<file path="src/rtl/decode_stage.sv">
// Decode and operand-issue stage: register file with writeback bypass, dependency
// slots for the two instructions ahead, stall/flush handling and a sticky HALT state.
module decode_stage #(
   parameter int unsigned DATA_WIDTH = 16
) (
   input  logic                  clk,
   input  logic                  rst,
   input  logic [15:0]           instr,
   input  logic                  instr_valid,
   output logic                  stall,
   input  logic                  flush,
   input  logic                  wb_we,
   input  logic [3:0]            wb_addr,
   input  logic [DATA_WIDTH-1:0] wb_data,
   output logic                  is_add,
   output logic                  is_sub,
   output logic                  is_and,
   output logic                  is_or,
   output logic                  is_gt,
   output logic                  is_eq,
   output logic                  is_reg_write,
   output logic                  is_branch,
   output logic                  is_halt,
   output logic                  is_mem_write,
   output logic [DATA_WIDTH-1:0] val1,
   output logic [DATA_WIDTH-1:0] val2,
   output logic [DATA_WIDTH-1:0] val3,
   output logic                  is_val1_data_hazard,
   output logic                  is_val2_data_hazard,
   output logic                  is_mem_data_hazard
);

   localparam int unsigned REG_ADDR_WIDTH = 4;
   localparam int unsigned REG_COUNT      = 16;

   localparam logic [3:0] OP_ADD  = 4'h1;
   localparam logic [3:0] OP_SUB  = 4'h2;
   localparam logic [3:0] OP_AND  = 4'h3;
   localparam logic [3:0] OP_OR   = 4'h4;
   localparam logic [3:0] OP_GT   = 4'h5;
   localparam logic [3:0] OP_EQ   = 4'h6;
   localparam logic [3:0] OP_LI   = 4'h7;
   localparam logic [3:0] OP_BEQ  = 4'h8;
   localparam logic [3:0] OP_BGT  = 4'h9;
   localparam logic [3:0] OP_HALT = 4'hF;

   typedef enum logic {
      ST_RUN    = 1'b0,
      ST_HALTED = 1'b1
   } state_t;

   typedef struct packed {
      logic                  add;
      logic                  sub;
      logic                  and_op;
      logic                  or_op;
      logic                  gt;
      logic                  eq;
      logic                  reg_write;
      logic                  branch;
      logic                  halt;
      logic [DATA_WIDTH-1:0] v1;
      logic [DATA_WIDTH-1:0] v2;
      logic [DATA_WIDTH-1:0] v3;
      logic                  h1;
      logic                  h2;
      logic                  hm;
   } issue_t;

   // Register read with write-through from the writeback port; R0 is hardwired to zero.
   function automatic logic [DATA_WIDTH-1:0] bypass_read(
      input logic [REG_ADDR_WIDTH-1:0] idx,
      input logic [DATA_WIDTH-1:0]     stored,
      input logic                      we,
      input logic [REG_ADDR_WIDTH-1:0] wa,
      input logic [DATA_WIDTH-1:0]     wd
   );
      logic [DATA_WIDTH-1:0] r;
      r = stored;
      if (idx == '0) begin
         r = '0;
      end else if (we && (wa == idx)) begin
         r = wd;
      end
      return r;
   endfunction

   logic [DATA_WIDTH-1:0]     regs [REG_COUNT];
   logic [3:0]                opcode;
   logic [REG_ADDR_WIDTH-1:0] rd, rs1, rs2;
   logic [DATA_WIDTH-1:0]     rdata1, rdata2, rdata3;

   state_t                    state;
   logic                      e_valid, m_valid;
   logic [REG_ADDR_WIDTH-1:0] e_dest, m_dest;
   issue_t                    out_q, nxt;

   logic op_alu, op_li, op_branch, op_halt, uses_src;
   logic e_hit1, e_hit2, m_hit1, m_hit2;
   logic mem_fwd, src_stall, tgt_stall, hazard_stall, issue;

   assign opcode = instr[15:12];
   assign rd     = instr[11:8];
   assign rs1    = instr[7:4];
   assign rs2    = instr[3:0];

   assign rdata1 = bypass_read(rs1, regs[rs1], wb_we, wb_addr, wb_data);
   assign rdata2 = bypass_read(rs2, regs[rs2], wb_we, wb_addr, wb_data);
   assign rdata3 = bypass_read(rd,  regs[rd],  wb_we, wb_addr, wb_data);

   // Register file; R0 is never written so it stays zero.
   always_ff @(posedge clk or negedge rst) begin
      if (!rst) begin
         for (int unsigned i = 0; i < REG_COUNT; i++) begin
            regs[i] <= '0;
         end
      end else if (wb_we && (wb_addr != '0)) begin
         regs[wb_addr] <= wb_data;
      end
   end

   // Opcode class decode; unlisted opcodes fall through as NOP.
   always_comb begin
      op_alu    = 1'b0;
      op_li     = 1'b0;
      op_branch = 1'b0;
      op_halt   = 1'b0;
      case (opcode)
         OP_ADD, OP_SUB, OP_AND, OP_OR, OP_GT, OP_EQ: op_alu    = 1'b1;
         OP_LI:                                       op_li     = 1'b1;
         OP_BEQ, OP_BGT:                              op_branch = 1'b1;
         OP_HALT:                                     op_halt   = 1'b1;
         default:                                     op_alu    = 1'b0;
      endcase
   end

   assign uses_src = op_alu || op_branch;

   // Source matching: the youngest producer (E) wins over the older one (M).
   always_comb begin
      e_hit1    = e_valid && (rs1 != '0) && (rs1 == e_dest);
      e_hit2    = e_valid && (rs2 != '0) && (rs2 == e_dest);
      m_hit1    = m_valid && (rs1 != '0) && (rs1 == m_dest) && !e_hit1;
      m_hit2    = m_valid && (rs2 != '0) && (rs2 == m_dest) && !e_hit2;
      mem_fwd   = uses_src && m_hit1 && m_hit2 && (rs1 == rs2);
      src_stall = uses_src && (m_hit1 || m_hit2) && !mem_fwd;
      tgt_stall = op_branch && (rd != '0) &&
                  ((e_valid && (rd == e_dest)) || (m_valid && (rd == m_dest)));
      hazard_stall = src_stall || tgt_stall;
   end

   // Flush overrides everything, including the HALTED hold.
   always_comb begin
      stall = 1'b0;
      if (!flush && instr_valid) begin
         stall = (state == ST_HALTED) ? 1'b1 : hazard_stall;
      end
   end

   assign issue = !flush && instr_valid && (state == ST_RUN) && !hazard_stall;

   // Next issue-register contents; anything not issued is a bubble.
   always_comb begin
      nxt = '0;
      if (issue) begin
         case (opcode)
            OP_ADD:  nxt.add    = 1'b1;
            OP_SUB:  nxt.sub    = 1'b1;
            OP_AND:  nxt.and_op = 1'b1;
            OP_OR:   nxt.or_op  = 1'b1;
            OP_GT:   nxt.gt     = 1'b1;
            OP_EQ:   nxt.eq     = 1'b1;
            OP_LI:   nxt.add    = 1'b1;
            OP_BEQ:  nxt.eq     = 1'b1;
            OP_BGT:  nxt.gt     = 1'b1;
            OP_HALT: nxt.halt   = 1'b1;
            default: nxt.add    = 1'b0;
         endcase
         if (uses_src) begin
            nxt.v1 = rdata1;
            nxt.v2 = rdata2;
            nxt.h1 = e_hit1 || mem_fwd;
            nxt.h2 = e_hit2 || mem_fwd;
            nxt.hm = mem_fwd;
         end
         if (op_alu) begin
            nxt.v3        = DATA_WIDTH'(rd);
            nxt.reg_write = (rd != '0);
         end
         if (op_li) begin
            nxt.v1        = DATA_WIDTH'(instr[7:0]);
            nxt.v3        = DATA_WIDTH'(rd);
            nxt.reg_write = (rd != '0);
         end
         if (op_branch) begin
            nxt.v3     = rdata3;
            nxt.branch = 1'b1;
         end
      end
   end

   // Control state, dependency slots and the registered execute boundary.
   always_ff @(posedge clk or negedge rst) begin
      if (!rst) begin
         state   <= ST_RUN;
         e_valid <= 1'b0;
         e_dest  <= '0;
         m_valid <= 1'b0;
         m_dest  <= '0;
         out_q   <= '0;
      end else begin
         out_q <= nxt;
         if (flush) begin
            e_valid <= 1'b0;
            m_valid <= 1'b0;
         end else begin
            m_valid <= e_valid;
            m_dest  <= e_dest;
            e_valid <= issue && nxt.reg_write;
            e_dest  <= rd;
         end
         if (issue && op_halt) begin
            state <= ST_HALTED;
         end
      end
   end

   assign is_add              = out_q.add;
   assign is_sub              = out_q.sub;
   assign is_and              = out_q.and_op;
   assign is_or               = out_q.or_op;
   assign is_gt               = out_q.gt;
   assign is_eq               = out_q.eq;
   assign is_reg_write        = out_q.reg_write;
   assign is_branch           = out_q.branch;
   assign is_halt             = out_q.halt;
   assign is_mem_write        = 1'b0;
   assign val1                = out_q.v1;
   assign val2                = out_q.v2;
   assign val3                = out_q.v3;
   assign is_val1_data_hazard = out_q.h1;
   assign is_val2_data_hazard = out_q.h2;
   assign is_mem_data_hazard  = out_q.hm;

endmodule

</file>
<file path="config.mk">
export PLATFORM = sky130hd
export DESIGN_NAME = decode_stage
export DESIGN_NICKNAME = d
export VERILOG_FILES = /design/src/rtl/decode_stage.sv
export SDC_FILE = /design/constraint.sdc
export NUM_CORES = 1
export LEC_CHECK = 0
export BUFFER_PORTS_ARGS = -buffer_cell sky130_fd_sc_hd__buf_2
export CORE_ASPECT_RATIO = 0.5
export CORE_MARGIN = 2
export CORE_UTILIZATION = 60
export CTS_CLUSTER_DIAMETER = 60
export DETAILED_ROUTE_END_ITERATION = 10
export PLACE_DENSITY = 0.84
export RECOVER_POWER = 100
export SETUP_SLACK_MARGIN = 0.15
export SYNTH_ARGS = -nofsm -noshare
export SYNTH_HDL_FRONTEND = slang
export SYNTH_SLANG_ARGS = --single-unit
</file>
<file path="constraint.sdc">
create_clock -name clk -period 5.2 [get_ports clk]
set_input_delay 0.52 -clock clk [delete_from_list [all_inputs] [get_ports clk]]
set_output_delay 0.52 -clock clk [all_outputs]
set_load 0.01 [all_outputs]
</file>
==> results of run 1 <==
## critical path, delay by kind of cell
| family | cells | cell delay (ps) |
|---|---|---|
| compound gates | 1 | 290 |
| buf+inv | 1 | 1730 |
| xor+xnor | 1 | 200 |
| simple gates | 4 | 2170 |
## cell usage in the layout (no fill, tap or decap), types with 5 or more instances in the layout
master / count
clkbuf_16: 30
nor2_1: 54
nand2_1: 19
nor2b_1: 18
a222oi_1: 8
dfrtp_1: 327
buf_4: 15
or3_1: 6
nand2b_1: 7
a211oi_1: 20
xnor2_1: 18
clkbuf_1: 76
a21oi_1: 20
nand3b_1: 5
nor3_1: 12
mux4_2: 224
clkbuf_8: 6
mux2i_1: 43
xor2_1: 20
a22oi_1: 6
mux2_2: 247
buf_2: 34
clkinv_2: 7
nor4_1: 7
nor2_2: 7
## how the worst max path moves through the flow
stage,startpoint,to,depth (start not counted)
after floorplan,instr[14],stall,6
after global placement,instr[6],val3[14],7
after detailed placement,instr[6],val3[9],7
after CTS,instr[0],stall,7
after global routing,rst,regs[65],3
final,instr[10],val2[3],7
## cell families after synthesis
kind of cell / count (synthesis)
AO/OA/AOI/OAI: 69
XOR/XNOR: 38
multiplexers: 515
other: 1
flip-flops: 327
AND/OR/NAND/NOR: 159
buffers and inverters: 139
## what timing repair did
item	4_1_cts	5_1_grt
hold buffers	1	0
setup endpoints to repair	0	0
hold endpoints to repair	39	0
gates resized for setup	0	0
## registers in the layout, indices dropped and copies added, names as in the netlist
signal	flops
e_valid	1
is_reg_write	1
is_gt	1
is_or	1
m_valid	1
val3	16
e_dest	4
is_val1_data_hazard	1
val2	16
regs	256
is_val2_data_hazard	1
is_and	1
is_add	1
is_eq	1
m_dest	4
state	1
is_sub	1
is_mem_data_hazard	1
val1	16
is_branch	1
is_halt	1
## routing by layer
metal,global-route usage (%),wire (um)
met4,16.3,2680
met1,42.0,19000
met5,0,0
met2,50.7,24300
met3,8.98,5360
## final cells by class
| class | count | area (sq um) |
|---|---|---|
| antenna | 1 | 2.50 |
| inverter | 1 | 3.75 |
| tap | 423 | 529 |
| fill | 2041 | 10300 |
| clock buffer | 39 | 845 |
| sequential | 327 | 8180 |
| multi-input combinational | 782 | 9970 |
| timing repair buffer | 128 | 607 |
| clock inverter | 13 | 159 |
## where the power goes
group / internal, mW / leakage (nW) / switching (mW)
sequential: 2.99 / 4.14 / 0.460
combinational: 1.14 / 3.57 / 0.648
clock: 1.29 / 0.502 / 0.999
total: 5.42 / 8.21 / 2.11
## metrics by stage
step	utilization [%]	cells	power [mW]	setup slack, ps
3_3_place_gp	63.8	1660	5.08	1580
4_1_cts	67.1	1713	7.51	2020
2_1_floorplan	-	1248	4.75	2820
3_5_place_dp	63.8	1660	5.22	1440
6_report	66.4	1714	7.52	724
5_1_grt	66.4	1713	7.81	872
==> key figures, run 1 <==
Yosys
  – Synth Area in Simple Gates: 4.67%
  – Yosys top cell area share: 43.5%
  – Synth Instances: between 1000 and 1500
  – Area of the mapped netlist: 18800 sq um
  – Synth Warn #: 0
  – Mean Syn Cell Area: 15.1 sq um
  – Ys async rst share: 100%
  – Distinct cells, synth: 50
  – Post-synth top flop: dfrtp_1
  – Syn nets: roughly 1300
  – Post-synthesis sequential area ratio: 43.5%
  – Post-synth top cells: dfrtp_1 (327), mux2_2 (248), mux4_2 (224)
  – Synth area leaders: dfrtp_1 (43%), mux4_2 (27%), mux2_2 (15%)
  – Xor and xnor area share after synthesis: 1.77%
  – Largest family of logic cells by synthesized area: multiplexers
  – Adder-cell share of the synthesized area: 0%
  – Post-synth EDFFs: 0
  – Most common cell in the netlist: dfrtp_1
  – Yosys reg bits: 327
  – Cell taking the most area after synthesis: dfrtp_1
  – Synth Area in Compound Gates: 2.80%
  – Mux share of post-synthesis cell area: 43.9%

Floorplan
  – Width of the chip: 254 um
  – CORE AREA: 30600 sq um
  – Die ar.: 32900 sq um
  – Die extent in y: approximately 130 um
  – Initial cell density of the core: 61.6%
  – FP Rows: 45
  – Io pins: slightly above 100

Final layout
  – Area grow syn2layout: 7.87%
  – Layout Nets: 1311
  – Layout cells sized above 1: 45.7%
  – Final Cell Area: 20300 sq um

Critical path
  – CP startpoint kind: primary input
  – Reg2reg path depth: 6
  – Critical setup path kind: in -> reg
  – Slowest cell on crit path: clkbuf_1
  – R2r setup slk: 1970 ps
  – Critical path peak fanout: 29
  – Worst Path Arrival: approximately 4900 ps
  – R2r endpoint: val2[3]
  – Reg2reg start: e_dest[1]
  – Max incr delay on CP: 1730 ps
  – Critical Path RT: 5660 ps
  – Crit path cell chain: clkbuf_1 > xor2_1 > nor3_1 > a41o_1 > nor4_1 > nand3_1 > nor2_1
  – CP Capture Type: flip-flop

Pwr
  – P_leak: roughly 8 nW
  – Power density cells: 371 nW/um^2
  – VDD IR max: between 0.2 and 0.25 mV

GRT
  – Vias in the first global route: 13100
  – Initial antenna violation count: 0
  – GR Util All Layers: 32.2%
  – Global-route wire length before repair: 78400 um
  – Largest net degree at the start of global routing: 97
  – Remaining Overflow, GRT: 0

Clock tree
  – Clk buf depth: 3
  – Postcts setup bufs: 0
  – Clock Sinks: 327
  – CTS tree: yes
  – CTS clk-pin slew, worst paths: 70 ps
  – Worst skew pair latency: between 500 and 600 ps
  – Num CTS Buffers: 30
  – H-tree levels: 1
  – Clock root buffer master: clkbuf_16

STA
  – Max Freq: 223 MHz
  – Max_slew headroom: -93.6%
  – Period minus WS final: 4480 ps
  – Setup violators final: 0
  – Slew @ Worst Pin: ~2900 ps
  – Slew Limit Fails: 313
  – Hold Vio Cnt, Final: 0
  – RSZ-0062 raised after global routing: false
  – Hold WS: roughly 220 ps
  – Layout Skew: 25.0 ps
  – Final TNS setup: 0 ps
  – Fin crit share: approximately 86%

Drt
  – Final ANT Viol Nets: 0
  – Drt drc: 0
  – Number of detailed-route iterations in the first pass: 5
  – Avg WL per Cell: 29.9 um
  – Drt via density: 7.28
  – DRT iter0 DRCs: 1620
  – Routed vias: 12500
  – Drt total wl: slightly above 50000 um

Place
  – DP HPWL: 29500 um
  – RePlAce Congestion: 0.880
  – DP Area: 19500 sq um
  – IO buf count: 101

Worst hold path
  – Hold Path End: is_eq
  – Startpoint of the worst hold path: instr[12]
  – Hold Path Cell Cnt: 2
  – Min-Delay Path Class: in -> reg

Status
  – Outcome: finished with violations
  – Violated checks: max-capacitance violations, max-slew violations

Run
  – Max Cap Viol: 13
Power figures use the tool's default switching activity.
==> run 2, diff against run 1 <==
--- a/config.mk
+++ b/config.mk
@@ -8,12 +8,13 @@
 export BUFFER_PORTS_ARGS = -buffer_cell sky130_fd_sc_hd__buf_2
 export CORE_ASPECT_RATIO = 0.5
 export CORE_MARGIN = 2
-export CORE_UTILIZATION = 60
+export CORE_UTILIZATION = 30
 export CTS_CLUSTER_DIAMETER = 60
 export DETAILED_ROUTE_END_ITERATION = 10
-export PLACE_DENSITY = 0.84
+export PLACE_DENSITY = 0.5
 export RECOVER_POWER = 100
 export SETUP_SLACK_MARGIN = 0.15
 export SYNTH_ARGS = -nofsm -noshare
 export SYNTH_HDL_FRONTEND = slang
 export SYNTH_SLANG_ARGS = --single-unit
+export TNS_END_PERCENT = 5
==> key figures, run 2 (synthesized netlist as in run 1, its figures left out) <==
Floorplan
  – CORE AREA: 61600 sq um
  – Initial cell density of the core: a little under a third
  – FP Rows: 64
  – Die extent in y: ~180 um
  – Io pins: 103
  – Width of the chip: 358 um
  – Die ar.: roughly 65000 sq um

STA
  – Fin crit share: between 70% and 80%
  – Period minus WS final: approximately 4100 ps
  – Final TNS setup: 0 ps
  – Setup violators final: 0
  – Hold WS: around 260 ps
  – Slew Limit Fails: between 400 and 500
  – Hold Vio Cnt, Final: 0
  – Slew @ Worst Pin: 3210 ps
  – Layout Skew: between 10 and 15 ps
  – RSZ-0062 raised after global routing: false
  – Max Freq: between 200 and 250 MHz
  – Max_slew headroom: -115%

Drt
  – Avg WL per Cell: 27.5 um
  – Drt via density: 5.63
  – Final ANT Viol Nets: 0
  – Drt total wl: between 50000 and 60000 um
  – Drt drc: 0
  – DRT iter0 DRCs: 910
  – Number of detailed-route iterations in the first pass: 6
  – Routed vias: around 12000

Clock tree
  – Postcts setup bufs: 0
  – Clk buf depth: 3
  – CTS tree: yes
  – Cts hold-fix bufs: 0
  – Clock root buffer master: clkbuf_16
  – Worst skew pair latency: 530 ps
  – H-tree levels: 2
  – Num CTS Buffers: 37
  – Post_cts resized: 0
  – CTS clk-pin slew, worst paths: 60 ps
  – Clock Sinks: between 300 and 400

GRT
  – Initial antenna violation count: 1
  – M1 GR Usage: 24.1%
  – GR Util All Layers: 18.2%
  – M2 GR Usage: 30.9%
  – Largest net degree at the start of global routing: 134
  – Vias in the first global route: around 13000
  – Remaining Overflow, GRT: 0
  – Global-route wire length before repair: between 80000 and 90000 um
  – GR peak layer: met2
  – GR Util met3: about 2.7%

Place
  – RePlAce Congestion: 0.813
  – DP HPWL: 34400 um
  – Placed insts: around 2100
  – IO buf count: 101

Critical path
  – Worst Path Arrival: 4530 ps
  – Critical Path RT: 5620 ps
  – Reg2reg start: e_dest[1]
  – Reg2reg path depth: 6
  – Top delay family on crit path: simple AND/OR/NAND/NOR gates
  – Critical path peak fanout: 17
  – Slowest cell on crit path: nand3_1
  – Buf/Inv on CP: 2
  – Max incr delay on CP: 1120 ps
  – CP Capture Type: flip-flop
  – Critical path depth in cells: 8
  – CP startpoint: instr[10]
  – Crit path cell chain: buf_2 > clkbuf_1 > xor2_1 > nor3_1 > a41o_1 > nor4_1 > nand3_1 > nor2_1
  – Critical setup path kind: in -> reg
  – CP startpoint kind: primary input

Status
  – Outcome: finished with violations
  – Violated checks: max-capacitance violations, max-slew violations

Worst hold path
  – Min-Delay Path Class: in -> reg
  – Hold Path Cell Cnt: 2
  – Startpoint of the worst hold path: instr[12]

Final layout
  – Final non-filler cell total: about 2100
  – Area grow syn2layout: 11.6%
  – Layout cells sized above 1: 45.8%
  – Commonest non-fill, non-tap cell in the layout: dfrtp_1
  – Layout Utilization: about a third
  – Filler cell count: 5928
  – Number of flip-flops in the largest register: 256
  – Commonest cells after routing, fill and taps aside: dfrtp_1 (327), mux2_2 (246), mux4_2 (224), clkbuf_1 (73), nor2_1 (60)
  – Layout Nets: 1314
  – Top reg by flops: regs
  – Number of diodes: 0

Pwr
  – Total power draw: 7.84 mW
  – P_sw: about 2.2 mW
  – Power density cells: between 300 and 400 nW/um^2
  – Int Pwr: 5.68 mW
  – P_leak: 8.32 nW
  – Gate power share: 22.9%
  – Clock power share: 33.4%
  – Sequential power share: 43.7%
  – VDD IR max: 0.182 mV
  – Switch share: 27.5%

Run
  – Max Cap Viol: 18
-- run 2: worst register-to-register path, stage by stage, from the launching register on --
cell      delay (ps)
dfrtp_1          460
xnor2_1          180
nand4_1          160
o221a_2          370
a211oi_4         240
nand3_1          880
nor4b_1          680
-- run 2: stage by stage --
stage | cell area, sq um | setup slack (ps)
floorplan | 18800 | 2820
global placement | 20100 | 1770
detailed placement | 20100 | 1690
CTS | 21300 | 1960
global route | 21000 | 956
finish | 21000 | 1090
-- run 2: area by class of cell --
class	instances	area [sq um]	share of cell area, %
inverters	1	3.75	0.0179
repair buffers	124	631	3.00
clock inverters	9	105	0.500
well taps	825	1030	4.91
multi-input cells	782	9970	47.4
clock buffers	54	1090	5.19
flip-flops and latches	327	8180	38.9
-- run 2: routing by layer --
layer,share of wire (%),vias to the layer above,wire [um]
met4,3.2,2,1840
met5,0.022,-,13
li1,-,4920,-
met3,5.0,113,2920
met1,42,6510,24500
met2,50,392,29100
-- run 2: worst paths after layout --
| kind | slack (ps) | to |
|---|---|---|
| worst min-delay path | 260 | is_eq |
| worst max register to register | 2100 | is_gt |
| min in group asynchronous | 950 | val2[9] |
| worst min register to register | 420 | regs[245] |
| max in group asynchronous | 1690 | val2[0] |
| worst max-delay path | 1090 | val2[8] |
-- run 2: power groups by stage --
stage	clock, mW	combinational [mW]	sequential (mW)
6_report	2.62	1.79	3.43
5_1_grt	2.80	1.92	3.49
4_1_cts	2.69	1.82	3.41
3_5_place_dp	0	1.81	3.46
3_3_place_gp	0	1.78	3.41
2_1_floorplan	0	1.44	3.30
==> run 3, diff against run 2 <==
--- a/config.mk
+++ b/config.mk
@@ -5,6 +5,7 @@
 export SDC_FILE = /design/constraint.sdc
 export NUM_CORES = 1
 export LEC_CHECK = 0
+export ABC_AREA = 1
 export BUFFER_PORTS_ARGS = -buffer_cell sky130_fd_sc_hd__buf_2
 export CORE_ASPECT_RATIO = 0.5
 export CORE_MARGIN = 2
==> constraint.sdc (replaced) <==
create_clock -name clk -period 4.05 [get_ports clk]
set_input_delay 0.405 -clock clk [delete_from_list [all_inputs] [get_ports clk]]
set_output_delay 0.405 -clock clk [all_outputs]
set_load 0.01 [all_outputs]
==> key figures, run 3 <==
Clock tree
  – Worst skew pair latency: around 540 ps
  – Clock Sinks: 327
  – CTS tree: yes
  – Clock root buffer master: clkbuf_16
  – Clk buf depth: 3
  – Postcts setup bufs: 0
  – Post_cts resized: 0
  – CTS clk-pin slew, worst paths: approximately 60 ps
  – H-tree levels: 2
  – Num CTS Buffers: 39

Critical path
  – Max incr delay on CP: 560 ps
  – CP startpoint kind: primary input
  – Top delay family on crit path: buffers and inverters
  – Critical Path RT: 3640 ps
  – Crit path cell chain: buf_2 > inv_1 > nand4_1 > nand2_1 > clkbuf_1 > inv_1 > nand2_1 > nand3_1 > nand2_1 > inv_1 > clkbuf_1
  – Buf/Inv on CP: 6
  – Worst Path Arrival: slightly below 3000 ps
  – Critical path peak fanout: 15
  – CP Capture Type: output port
  – Critical setup path kind: in -> out
  – Slowest cell on crit path: clkbuf_1

Pwr
  – Int Pwr: ~6.6 mW
  – VDD IR max: ~0.22 mV
  – Power density cells: 454 nW/um^2
  – P_leak: approximately 9.8 nW
  – Sequential power share: 41.8%
  – Total power draw: 9.93 mW
  – Gate power share: 21.9%
  – P_sw: 3.34 mW
  – Clock power share: between 30% and 40%
  – Switch share: 33.6%

GRT
  – GR Util met3: 5.47%
  – Remaining Overflow, GRT: 0
  – Initial antenna violation count: 1
  – Largest net degree at the start of global routing: 197
  – GR Util All Layers: 24.3%
  – Global-route wire length before repair: roughly 120000 um
  – M1 GR Usage: 35.2%
  – Vias in the first global route: 18500
  – M2 GR Usage: 36.1%
  – GR peak layer: met2

Final layout
  – Commonest cells after routing, fill and taps aside: nand2_1 (594), o21ai_0 (479), nand3_1 (363), dfrtp_1 (327), a21oi_1 (245)
  – Number of flip-flops in the largest register: between 200 and 300
  – Area grow syn2layout: 10.7%
  – Layout Nets: 2814
  – Top reg by flops: regs
  – Commonest non-fill, non-tap cell in the layout: nand2_1
  – Final non-filler cell total: approximately 3700
  – Layout cells sized above 1: 5.72%

Yosys
  – Synth Instances: 2838
  – Mean Syn Cell Area: 6.96 sq um
  – Post-synth top cells: nand2_1 (594), o21ai_0 (479), nand3_1 (363)
  – Yosys top cell area share: 41.4%
  – Area of the mapped netlist: between 15000 and 20000 sq um
  – Distinct cells, synth: 26
  – Synth Warn #: 0
  – Yosys reg bits: 327
  – Cell taking the most area after synthesis: dfrtp_1
  – Synth area leaders: dfrtp_1 (41%), o21ai_0 (12%), nand2_1 (11%)
  – Syn nets: 2879
  – Post-synth top flop: dfrtp_1
  – Post-synth EDFFs: 0
  – Post-synthesis sequential area ratio: 41.4%
  – Most common cell in the netlist: nand2_1
  – Ys async rst share: 100%

STA
  – Hold Vio Cnt, Final: 0
  – Period minus WS final: 3350 ps
  – RSZ-0062 raised after global routing: false
  – Layout Skew: roughly 13 ps
  – Slew @ Worst Pin: 2530 ps
  – Fin crit share: 82.7%
  – Final TNS setup: 0 ps
  – Slew Limit Fails: 546
  – Setup violators final: 0
  – Max Freq: 298 MHz
  – Max_slew headroom: -69.0%

Drt
  – Drt total wl: 83700 um
  – Final ANT Viol Nets: 0
  – Number of detailed-route iterations in the first pass: 6
  – Avg WL per Cell: between 20 and 25 um
  – Routed vias: approximately 20000
  – Drt via density: around 5.5
  – Drt drc: 0
  – DRT iter0 DRCs: 2721

Floorplan
  – Initial cell density of the core: 30.4%
  – FP Rows: 66
  – Die ar.: 68100 sq um
  – CORE AREA: 65100 sq um
  – Die extent in y: 185 um
  – Io pins: 103
  – Width of the chip: 367 um

Worst hold path
  – Min-Delay Path Class: in -> reg

Run
  – Max Cap Viol: 15

Place
  – Placed insts: 3615
  – DP HPWL: approximately 50000 um
  – RePlAce Congestion: 0.911
  – IO buf count: 101

Status
  – Violated checks: max-capacitance violations, max-slew violations
  – Outcome: finished with violations
==> run 3: changes by cell type after synthesis, sizes merged, moves of 49 or more <==
cell	before	now
o21ai	1	483
mux4	224	0
mux2	248	0
inv	1	206
o211ai	0	140
nand3	5	365
nand2	19	594
clkbuf	72	151
buf	66	115
a21oi	20	245
nor2	61	179
==> run 3: worst min-delay path, cell delays in order <==
cell and delay (ps):
buf_2 130, nand3_1 80, nor2_1 40
==> run 3: cell families after synthesis <==
group                  after synthesis  share of synthesized area [%]
AO/OA/AOI/OAI                      872                           23.9
XOR/XNOR                             9                          0.399
buffers and inverters              473                           9.56
flip-flops                         327                           41.4
other                                1                         0.0190
AND/OR/NAND/NOR                   1156                           24.7
==> run 3: worst paths after layout <==
check                           from        end  slack (ps)  cells after the start
setup / recovery           instr[10]      stall         700                     11
hold / removal             instr[12]     is_and         150                      3
setup reg to reg           e_dest[1]   val3[10]        1690                      9
hold reg to reg            regs[254]  regs[254]         420                      0
max in group asynchronous        rst   regs[67]        1080                      3
min in group asynchronous        rst   regs[92]         490                      2
==> run 3: stage by stage <==
step	utilization (%)	setup WS, ps	area, sq um	hold WS (ps)
after detailed placement	32.1	1090	20900	401
final	33.6	699	21900	155
after CTS	34.0	1130	22200	151
after floorplan	-	2180	19800	109
after global routing	33.6	522	21900	167
after global placement	32.1	1180	20900	395
==> run 3: per-layer routing <==
layer,wire length (um),vias to the layer above
met1,37500,9588
met4,2270,0
met2,35300,1043
met5,0,-
met3,8680,161
li1,-,9411
==> run 3: final cells by class <==
cell class | instances | area [sq um]
Antenna cell | 1 | 2.50
Clock buffer | 58 | 1170
Tap cell | 884 | 1110
Multi-Input combinational cell | 2038 | 9670
Fill cell | 7095 | 43200
Inverter | 207 | 777
Timing Repair Buffer | 160 | 871
Clock inverter | 9 | 106
Sequential cell | 327 | 8180
==> run 3: power by group through the flow <==
stage | logic (mW) | registers, mW | clock network (mW)
floorplan | 1.51 | 4.09 | 0
global placement | 2.13 | 4.18 | 0
detailed placement | 2.16 | 4.18 | 0
CTS | 2.16 | 4.13 | 3.65
global route | 2.48 | 4.21 | 3.79
finish | 2.18 | 4.15 | 3.61
==> run 3: what timing repair did <==
action | 4_1_cts | 5_1_grt
setup endpoints to repair | 0 | 0
hold endpoints to repair | 36 | 0
hold buffers | 1 | 0
